### src/rtl/ace_snoop_responder_pkg.sv
// Shared types for the ACE snoop responder: channel structs, snoop opcodes,
// CR response bit positions and the responder FSM state encoding.
package ace_snoop_responder_pkg;

    localparam int AC_ADDR_W = 64;
    localparam int CD_DATA_W = 64;

    typedef struct packed {
        logic [AC_ADDR_W-1:0] addr;
        logic [3:0]           snoop;
        logic [2:0]           prot;
    } ace_snoop_ac_t;

    typedef struct packed {
        logic [4:0] resp;
    } ace_snoop_cr_t;

    typedef struct packed {
        logic [CD_DATA_W-1:0] data;
        logic                 last;
    } ace_snoop_cd_t;

    typedef enum logic [3:0] {
        SNP_READ_ONCE      = 4'b0000,
        SNP_READ_SHARED    = 4'b0001,
        SNP_READ_CLEAN     = 4'b0010,
        SNP_READ_NSD       = 4'b0011,
        SNP_READ_UNIQUE    = 4'b0111,
        SNP_CLEAN_SHARED   = 4'b1000,
        SNP_CLEAN_INVALID  = 4'b1001,
        SNP_MAKE_INVALID   = 4'b1101
    } snoop_op_e;

    localparam int CR_DT = 0;   // DataTransfer
    localparam int CR_ERR = 1;  // Error
    localparam int CR_PD = 2;   // PassDirty
    localparam int CR_IS = 3;   // IsShared
    localparam int CR_WU = 4;   // WasUnique, never set by this responder

    typedef enum logic [2:0] {
        ST_IDLE,
        ST_LOOKUP,
        ST_WAIT_RES,
        ST_UPDATE,
        ST_SEND_CR,
        ST_SEND_CD
    } state_e;

endpackage

### src/rtl/ace_snoop_responder_decision.sv
// Snoop decision table: maps (snoop opcode, hit, dirty) to the CR response
// and to the line-state change the cache must apply. Purely combinational.
module ace_snoop_decision
    import ace_snoop_responder_pkg::*;
(
    input  logic [3:0] snoop,
    input  logic       hit,
    input  logic       dirty,
    output logic [4:0] resp,
    output logic       upd_needed,
    output logic       upd_inval,
    output logic       upd_clean,
    output logic       needs_lookup
);

    // Opcode decode; a miss on any supported opcode leaves everything at zero.
    always_comb begin
        resp         = '0;
        upd_needed   = 1'b0;
        upd_inval    = 1'b0;
        upd_clean    = 1'b0;
        needs_lookup = 1'b1;
        case (snoop)
            SNP_READ_ONCE, SNP_READ_CLEAN: begin
                if (hit) begin
                    resp[CR_DT] = 1'b1;
                    resp[CR_IS] = 1'b1;
                end
            end
            SNP_READ_SHARED, SNP_READ_NSD: begin
                if (hit) begin
                    resp[CR_DT] = 1'b1;
                    resp[CR_IS] = 1'b1;
                    resp[CR_PD] = dirty;
                    upd_needed  = dirty;
                    upd_clean   = dirty;
                end
            end
            SNP_READ_UNIQUE: begin
                if (hit) begin
                    resp[CR_DT] = 1'b1;
                    resp[CR_PD] = dirty;
                    upd_needed  = 1'b1;
                    upd_inval   = 1'b1;
                end
            end
            SNP_CLEAN_SHARED: begin
                if (hit) begin
                    resp[CR_DT] = dirty;
                    resp[CR_PD] = dirty;
                    resp[CR_IS] = 1'b1;
                    upd_needed  = dirty;
                    upd_clean   = dirty;
                end
            end
            SNP_CLEAN_INVALID: begin
                if (hit) begin
                    resp[CR_DT] = dirty;
                    resp[CR_PD] = dirty;
                    upd_needed  = 1'b1;
                    upd_inval   = 1'b1;
                end
            end
            SNP_MAKE_INVALID: begin
                if (hit) begin
                    upd_needed = 1'b1;
                    upd_inval  = 1'b1;
                end
            end
            default: begin
                resp[CR_ERR] = 1'b1;
                needs_lookup = 1'b0;
            end
        endcase
    end

endmodule

### src/rtl/ace_snoop_responder.sv
// Cache-side ACE snoop responder: accepts one AC snoop, looks the line up,
// applies the line-state change, returns CR and streams the line on CD.
// Build option ACE_SNOOP_CWF_EN: when defined, CD starts at the beat holding
// the snooped address and wraps; otherwise CD always starts at beat 0.
//
// state       | meaning
// ------------+-------------------------------------------------------
// ST_IDLE     | ready for a snoop; only state with ac_ready_o high
// ST_LOOKUP   | lookup request held until the cache grants it
// ST_WAIT_RES | waiting for the lookup result; line data captured here
// ST_UPDATE   | line-state update held until the cache accepts it
// ST_SEND_CR  | snoop response held until cr_ready_i
// ST_SEND_CD  | streaming DcacheLineWords beats back to back
module ace_snoop_responder
    import ace_snoop_responder_pkg::*;
#(
    parameter int  DcacheLineWidth = 128,
    parameter int  AxiDataWidth    = 64,
    parameter int  AxiAddrWidth    = 64,
    parameter type snoop_ac_t      = ace_snoop_responder_pkg::ace_snoop_ac_t,
    parameter type snoop_cr_t      = ace_snoop_responder_pkg::ace_snoop_cr_t,
    parameter type snoop_cd_t      = ace_snoop_responder_pkg::ace_snoop_cd_t
) (
    input  logic                       clk_i,
    input  logic                       rst_ni,
    input  logic                       ac_valid_i,
    output logic                       ac_ready_o,
    input  snoop_ac_t                  ac_i,
    output logic                       cr_valid_o,
    input  logic                       cr_ready_i,
    output snoop_cr_t                  cr_o,
    output logic                       cd_valid_o,
    input  logic                       cd_ready_i,
    output snoop_cd_t                  cd_o,
    output logic                       lookup_req_o,
    output logic [AxiAddrWidth-1:0]    lookup_addr_o,
    input  logic                       lookup_gnt_i,
    input  logic                       lookup_valid_i,
    input  logic                       lookup_hit_i,
    input  logic                       lookup_dirty_i,
    input  logic [DcacheLineWidth-1:0] lookup_data_i,
    output logic                       upd_valid_o,
    input  logic                       upd_ready_i,
    output logic                       upd_inval_o,
    output logic                       upd_clean_o
);

    localparam int DcacheLineWords = DcacheLineWidth / AxiDataWidth;
    localparam int LineOffW        = $clog2(DcacheLineWidth / 8);
    localparam int BeatOffW        = $clog2(AxiDataWidth / 8);
    localparam int BeatCntW        = $clog2(DcacheLineWords);

    state_e                     state_q, state_d;
    logic [AxiAddrWidth-1:0]    addr_q;
    logic [3:0]                 snoop_q;
    logic [4:0]                 resp_q;
    logic                       upd_inval_q, upd_clean_q;
    logic [DcacheLineWidth-1:0] line_q;
    logic [BeatCntW-1:0]        beat_cnt_q, start_beat_q, beat_idx;
    logic                       last_beat;

    logic [3:0] dec_snoop;
    logic [4:0] dec_resp;
    logic       dec_upd_needed, dec_upd_inval, dec_upd_clean, dec_needs_lookup;

    // In IDLE the incoming opcode decides whether a lookup is needed at all;
    // afterwards the latched opcode is combined with the lookup result.
    assign dec_snoop = (state_q == ST_IDLE) ? ac_i.snoop : snoop_q;

    ace_snoop_decision u_decision (
        .snoop        (dec_snoop),
        .hit          (lookup_hit_i),
        .dirty        (lookup_dirty_i),
        .resp         (dec_resp),
        .upd_needed   (dec_upd_needed),
        .upd_inval    (dec_upd_inval),
        .upd_clean    (dec_upd_clean),
        .needs_lookup (dec_needs_lookup)
    );

    assign beat_idx  = start_beat_q + beat_cnt_q;
    assign last_beat = (beat_cnt_q == BeatCntW'(DcacheLineWords - 1));

    // State register.
    always_ff @(posedge clk_i or negedge rst_ni) begin
        if (!rst_ni) begin
            state_q <= ST_IDLE;
        end else begin
            state_q <= state_d;
        end
    end

    // Next-state and handshake outputs.
    always_comb begin
        state_d      = state_q;
        ac_ready_o   = 1'b0;
        lookup_req_o = 1'b0;
        upd_valid_o  = 1'b0;
        cr_valid_o   = 1'b0;
        cd_valid_o   = 1'b0;
        case (state_q)
            ST_IDLE: begin
                ac_ready_o = 1'b1;
                if (ac_valid_i) begin
                    state_d = dec_needs_lookup ? ST_LOOKUP : ST_SEND_CR;
                end
            end
            ST_LOOKUP: begin
                lookup_req_o = 1'b1;
                if (lookup_gnt_i) state_d = ST_WAIT_RES;
            end
            ST_WAIT_RES: begin
                if (lookup_valid_i) begin
                    state_d = dec_upd_needed ? ST_UPDATE : ST_SEND_CR;
                end
            end
            ST_UPDATE: begin
                upd_valid_o = 1'b1;
                if (upd_ready_i) state_d = ST_SEND_CR;
            end
            ST_SEND_CR: begin
                cr_valid_o = 1'b1;
                if (cr_ready_i) state_d = resp_q[CR_DT] ? ST_SEND_CD : ST_IDLE;
            end
            ST_SEND_CD: begin
                cd_valid_o = 1'b1;
                if (cd_ready_i && last_beat) state_d = ST_IDLE;
            end
            default: state_d = ST_IDLE;
        endcase
    end

    // Transaction datapath: snoop capture, decision/line capture, beat counter.
    always_ff @(posedge clk_i or negedge rst_ni) begin
        if (!rst_ni) begin
            addr_q       <= '0;
            snoop_q      <= '0;
            resp_q       <= '0;
            upd_inval_q  <= 1'b0;
            upd_clean_q  <= 1'b0;
            line_q       <= '0;
            beat_cnt_q   <= '0;
            start_beat_q <= '0;
        end else begin
            if (state_q == ST_IDLE && ac_valid_i) begin
                addr_q      <= ac_i.addr;
                snoop_q     <= ac_i.snoop;
                resp_q      <= dec_resp;
                upd_inval_q <= 1'b0;
                upd_clean_q <= 1'b0;
                beat_cnt_q  <= '0;
`ifdef ACE_SNOOP_CWF_EN
                start_beat_q <= ac_i.addr[LineOffW-1:BeatOffW];
`else
                start_beat_q <= '0;
`endif
            end
            if (state_q == ST_WAIT_RES && lookup_valid_i) begin
                resp_q      <= dec_resp;
                upd_inval_q <= dec_upd_inval;
                upd_clean_q <= dec_upd_clean;
                line_q      <= lookup_data_i;
            end
            if (state_q == ST_SEND_CD && cd_ready_i) begin
                beat_cnt_q <= beat_cnt_q + 1'b1;
            end
        end
    end

    assign lookup_addr_o = {addr_q[AxiAddrWidth-1:LineOffW], {LineOffW{1'b0}}};
    assign upd_inval_o   = upd_inval_q;
    assign upd_clean_o   = upd_clean_q;

    // Response and data beat are driven from registers so they hold while stalled.
    always_comb begin
        cr_o      = '0;
        cr_o.resp = resp_q;
        cd_o      = '0;
        cd_o.data = line_q[int'(beat_idx) * AxiDataWidth +: AxiDataWidth];
        cd_o.last = last_beat;
    end

    // Protection bits and in-line offset play no part in the response.
    logic unused_bits;
    assign unused_bits = ^{ac_i.prot, addr_q[LineOffW-1:0]};

endmodule

### config.mk
export PLATFORM = sky130hd
export DESIGN_NAME = ace_snoop_responder
export DESIGN_NICKNAME = d
export VERILOG_FILES = /design/src/rtl/ace_snoop_responder_pkg.sv /design/src/rtl/ace_snoop_responder_decision.sv /design/src/rtl/ace_snoop_responder.sv
export SDC_FILE = /design/constraint.sdc
export NUM_CORES = 1
export LEC_CHECK = 0
export ABC_AREA = 0
export BUFFER_PORTS_ARGS = -buffer_cell sky130_fd_sc_hd__clkbuf_2
export CAP_MARGIN = 40
export CORE_MARGIN = 3
export CORE_UTILIZATION = 39
export CTS_CLUSTER_DIAMETER = 50
export DETAILED_ROUTE_END_ITERATION = 16
export MAX_ROUTING_LAYER = met4
export PLACE_DENSITY = 0.64
export SETUP_SLACK_MARGIN = 0.2
export SYNTH_ARGS = -nofsm -noshare
export SYNTH_HDL_FRONTEND = slang
export SYNTH_SLANG_ARGS = --single-unit
### constraint.sdc
create_clock -name clk_i -period 2.2 [get_ports clk_i]
set_clock_uncertainty 0.2 [all_clocks]
set_input_delay 0.33 -clock clk_i [delete_from_list [all_inputs] [get_ports clk_i]]
set_output_delay 0.33 -clock clk_i [all_outputs]
set_load 0.005 [all_outputs]
# Word level (Yosys, flattened, before mapping)

Cells that the tools add are included.

Register bits after elaboration: 207
Output and inout port bits: 141

Equality and inequality tests: 18
Add/subtract/negate cells: 1
Multiplexer cells: 33
Reduce and logical (&&, ||, !) cells: 16
Shift operators: 1

Operators with widths:

| operator                                                         | count |
|---|---|
| 128-bit by 8-bit variable part select with 64-bit output         | 1 |
| 3-bit two-way mux                                                | 9 |
| 3-bit case mux with 6 select lines                               | 1 |
| 1-bit two-way mux                                                | 15 |
| 4-bit == test (second input constant)                            | 3 |
| 2-bit != test (second input constant)                            | 6 |
| 5-bit two-way mux                                                | 2 |
| 4-bit by 2-bit == test with 1-bit output (second input constant) | 2 |
| 1-bit case mux with 2 select lines                               | 4 |
| 8-bit OR reduction                                               | 1 |
| 3-bit by 2-bit == test with 1-bit output (second input constant) | 2 |
| 3-bit == test (second input constant)                            | 2 |
| 6-bit AND reduction                                              | 1 |
| 2-bit OR reduction                                               | 3 |
| 3-bit OR reduction                                               | 2 |
| 5-bit OR reduction                                               | 1 |
| 4-bit by 1-bit == test with 1-bit output (second input constant) | 1 |
| 4-bit by 3-bit == test with 1-bit output (second input constant) | 1 |
| 1-bit logical AND                                                | 4 |
| 4-bit logical NOT                                                | 1 |
| 4-bit two-way mux                                                | 1 |
| 2-bit nonzero test                                               | 2 |
| 3-bit by 1-bit == test with 1-bit output (second input constant) | 1 |
| 3-bit logical NOT                                                | 1 |
| other kinds (2)                                                  | 2 |

# Longest topological paths before layout

Depth after elaboration: 8
Mapped depth: 8
Gate-level depth less buffers: 5

# Hierarchy

Synthesis repeated with hierarchy kept, for this count alone.

Cells, all modules: 571
Area total of the unflattened synthesis: 9152.5 um^2

Modules (own cells, without submodules):

| module              | instances | area an instance (um^2) | cells each | sequential area each (um^2) |
|---|---|---|---|---|
| ace_snoop_responder | 1         | 8964.8                  | 541        | 5079.9 |
| ace_snoop_decision  | 1         | 187.7                   | 30         | 0.0 |

# Least setup slack after synthesis

OpenSTA, ideal clock, no wires.

Path type: register to register
From: register state_q[2]
To: register addr_q[28]
Clock period less this slack: 1.983 ns
Slack: 0.217 ns
Library setup time: 0.125 ns
Stages on the path, launching flop included: 7
Arrival time: 1.658 ns
Data required time: 1.875 ns
Cell sequence: dfrtp_1 -> nor3_4 -> and2_1 -> buf_2 -> buf_4 -> buf_4 -> mux2_2

Longest elaborated chain between the ends: 2

RTL lines:

| what                   | RTL line                   | RTL |
|---|---|---|
| start, declared        | ace_snoop_responder.sv:53  | `state_e state_q, state_d;` |
| start signal, assigned | ace_snoop_responder.sv:89  | `state_q <= state_d;` |
| 3-bit logical NOT      | ace_snoop_responder.sv:145 | `if (state_q == ST_IDLE && ac_valid_i) begin` |
| 1-bit logical AND      | ace_snoop_responder.sv:145 |  |
| end signal, assigned   | ace_snoop_responder.sv:146 | `addr_q <= ac_i.addr;` |
| end, declared          | ace_snoop_responder.sv:54  | `logic [AxiAddrWidth-1:0] addr_q;` |

Every way passes these cells.
A chain may end at the register's enable or synchronous reset.

==> results_dict.tcl <==
set metrics [dict create \
    synth_edf_count 0 \
    detailed_place_hpwl_um 15960 \
    max_stage_delay_ns 0.45 \
    leakage_nw 7.636 \
    tightest_slew_ns 0.5095 \
    gp_congestion 0.8276 \
    r2r_end "line_q[79]" \
    setup_viol 57 \
    synth_cells 594 \
    place_ws_ns 0.1376 \
    rsz0062_at_grt "yes" \
    async_flop_share_pct 100.0 \
    ys_warn_count 0 \
    crit_path_frequent_cell "buf_6" \
    crit_slowest_cell "dfrtp_2" \
    grtUsageTotal_pct 21.43 \
    dieArea_um2 24300 \
    tritoncts "yes" \
    hold_violations 0 \
    finalSetupTns_ns -1.465 \
    drv_slew 0 \
    io_pins 350 \
    regToRegSetupSlack_ns 0.10 \
    startpoint_type "register" \
    drc 0 \
    routed_via_density 5.010 \
    fin_area_um2 15730 \
    syn_avg_cell_area_um2 14.75 \
    hold_path.class "input port to register" \
    wl_um 31280 \
    die_w_um 155.9 \
    critical_path.cell_chain "buf_6 > clkbuf_16 > mux2_4 > buf_6" \
    status "finished with violations" \
    crit_fanout 5 \
    endpoint_kind "output pin" \
    layout_min_cycle_time_ns 2.253 \
    cts_buffer_depth 3 \
    grt_overflow 0 \
    start_util_pct 39.91 \
    critPathKind "register to output pin" \
    cp.arrival_ns 1.72 \
    numCtsBuffers 26 \
    first_pass_iters 4 \
    ys_types 40 \
    dr_total_vias 7510 \
    root_buffer "clkbuf_16" \
    syn_area_um2 8763 \
    holdPathStages 2 \
    peakVddDrop_v 0.001087 \
    ctsHtreeMaxLevel 1 \
    violations "negative setup slack" \
    dpl-instance-area_um2 10850 \
    core_um2 21960 \
    grt_pass1_wl_um 41060 \
    finalCritPeriodShare_pct 102.4 \
    fp-row-count 54 \
    worstPathRequired_ns 1.67 \
    final_layout_size_suffix_gt1_share_pct 61.32 \
    area_delta_synth_final_pct 79.48 \
    wl_per_cell_um 20.87 \
    max_slew_margin_pct 66.03 \
    drt_iter0_markers 553 \
    antenna_left 0 \
    p_per_area_nw_per_um2 1357 \
    clk-insertion-delay-late_ns 0.51 \
    grt_max_degree 58 \
    r2r_start "state_q[0]" \
    crit_path_start "beat_cnt_q" \
    portBuffers 337 \
    final_nets 1408 \
    path_clk_slew_ns 0.05 \
    grt_pass1_vias 7822 \
    r2r.worst_path.cells 7 \
    fin_util_pct 71.63 \
    ys_seq_area_share_pct 57.68 \
    crit_end "cd_o[40]" \
    critPathTopFamily "flip-flops" \
    cts_sinks 202 \
    timing.fmax_mhz 443.8 \
    synth-seq-cells 202 \
    cap_violations 0 \
    layout_setup_ws_ns -0.05303 \
    crit_cells 4 \
    ys.flop_type "dfrtp_1" \
    crit_buf_inv 3 \
    die_h_um 155.9 \
    antenna_found_initial 4 \
]
-- synth_stat cells (2+ instances only) --
cell type	number	area [um2]
mux2_2	256	2883
dfrtp_1	202	5055
buf_2	17	85.08
buf_4	12	90.09
clkbuf_1	10	37.54
nor2_1	10	37.54
nand2_1	9	33.78
a21oi_1	8	40.04
o21ai_0	7	35.03
nor2b_1	5	31.28
o211ai_1	5	37.54
a211oi_1	4	30.03
and2_1	4	25.02
nand3_1	4	20.02
a21o_1	3	22.52
and3_1	3	18.77
inv_1	3	11.26
mux2i_1	3	30.03
nand2b_1	3	18.77
a221oi_1	2	17.52
buf_6	2	22.52
nor3_1	2	10.01
o22ai_1	2	12.51
o2bb2ai_1	2	17.52
-- worst register-to-register path, cell delays in order, from the launching register on --
cell,delay [ns]
dfrtp_2,0.45
buf_6,0.14
nor3b_4,0.20
and2_4,0.25
buf_12,0.12
clkbuf_16,0.15
clkbuf_16,0.17
mux2_4,0.31
-- where the power goes --
part           leakage (nW)  switching [mW]  internal, mW
registers              2.49            1.12          5.48
logic                  4.71            3.77          6.48
clock network         0.437            1.66          2.84
-- flip-flops by register name (all words and copies together), names as in the netlist --
name,cells
state_q,3
cr_o,4
upd_clean_o,1
beat_cnt_q,1
snoop_q,4
line_q,128
addr_q,60
upd_inval_o,1
-- area by class of cell --
| class | count | area, um2 |
|---|---|---|
| diodes | 4 | 10.01 |
| clock buffers | 30 | 696.9 |
| clock inverters | 14 | 210.2 |
| fillers | 1396 | 6230 |
| inverters | 3 | 11.26 |
| multi-input cells | 351 | 4329 |
| flip-flops and latches | 202 | 5059 |
| well taps | 280 | 350.3 |
| repair buffers | 615 | 5062 |
-- through the flow --
stage	hold WS [ns]	cells	power (mW)
after floorplan	-0.1656	598	10.24
after global placement	0.1574	1193	12.75
after detailed placement	0.1553	1193	12.93
after CTS	0.002227	1457	18.69
after global routing	0.04475	1499	22.38
final	0.04007	1499	21.35
-- cell usage in the layout, fill, tap and decap left out, drive strengths merged, types with 4 or more instances in the layout --
cell type	n
nand2	9
nor2b	5
nand3	4
buf	92
clkinv	6
a21oi	8
o211ai	5
nor2	11
and2	4
dfrtp	202
mux2	256
dlygate4sd3	195
bufinv	5
conb	5
clkbuf	358
o21ai	7
a211oi	4
diode	4
-- kinds of logic (layout without fill, tap and decap cells) --
logic type,count (synthesis),after routing,synth area share (%)
and+or+nand+nor,44,44,2.713
other,1,9,0.04279
AOI/OAI and AO/OA,43,43,3.470
buffers and inverters,45,662,2.856
muxes,259,259,33.24
DFF,202,202,57.68
-- how the worst min path moves through the flow --
stage                        from    endpoint  slack (ns)
final                     ac_i[6]  snoop_q[3]        0.04
after global routing      ac_i[6]  snoop_q[3]        0.04
after CTS                 ac_i[6]  snoop_q[3]       0.002
after detailed placement   rst_ni  line_q[94]        0.16
after global placement     rst_ni  line_q[32]        0.16
after floorplan            rst_ni  addr_q[10]       -0.17
-- repair_timing --
| action | in CTS | in global routing |
|---|---|---|
| buffers inserted | 21 | 19 |
| setup endpoints to repair | 127 | 248 |
| cloned | 4 | 19 |
| gates resized for setup | 68 | 225 |
| hold endpoints to repair | 247 | 0 |
| pin swaps | 6 | 15 |
| hold buffers | 195 | 0 |
-- metal layers --
layer	global-route usage [%]	wire, um	vias to the layer above
li1	-	-	3350
met1	24.58	12240	3797
met2	37.81	16450	279
met3	3.994	1454	84
met4	7.107	1136	0
met5	-	0	-
No activity file was read; power rests on OpenSTA's default activity.
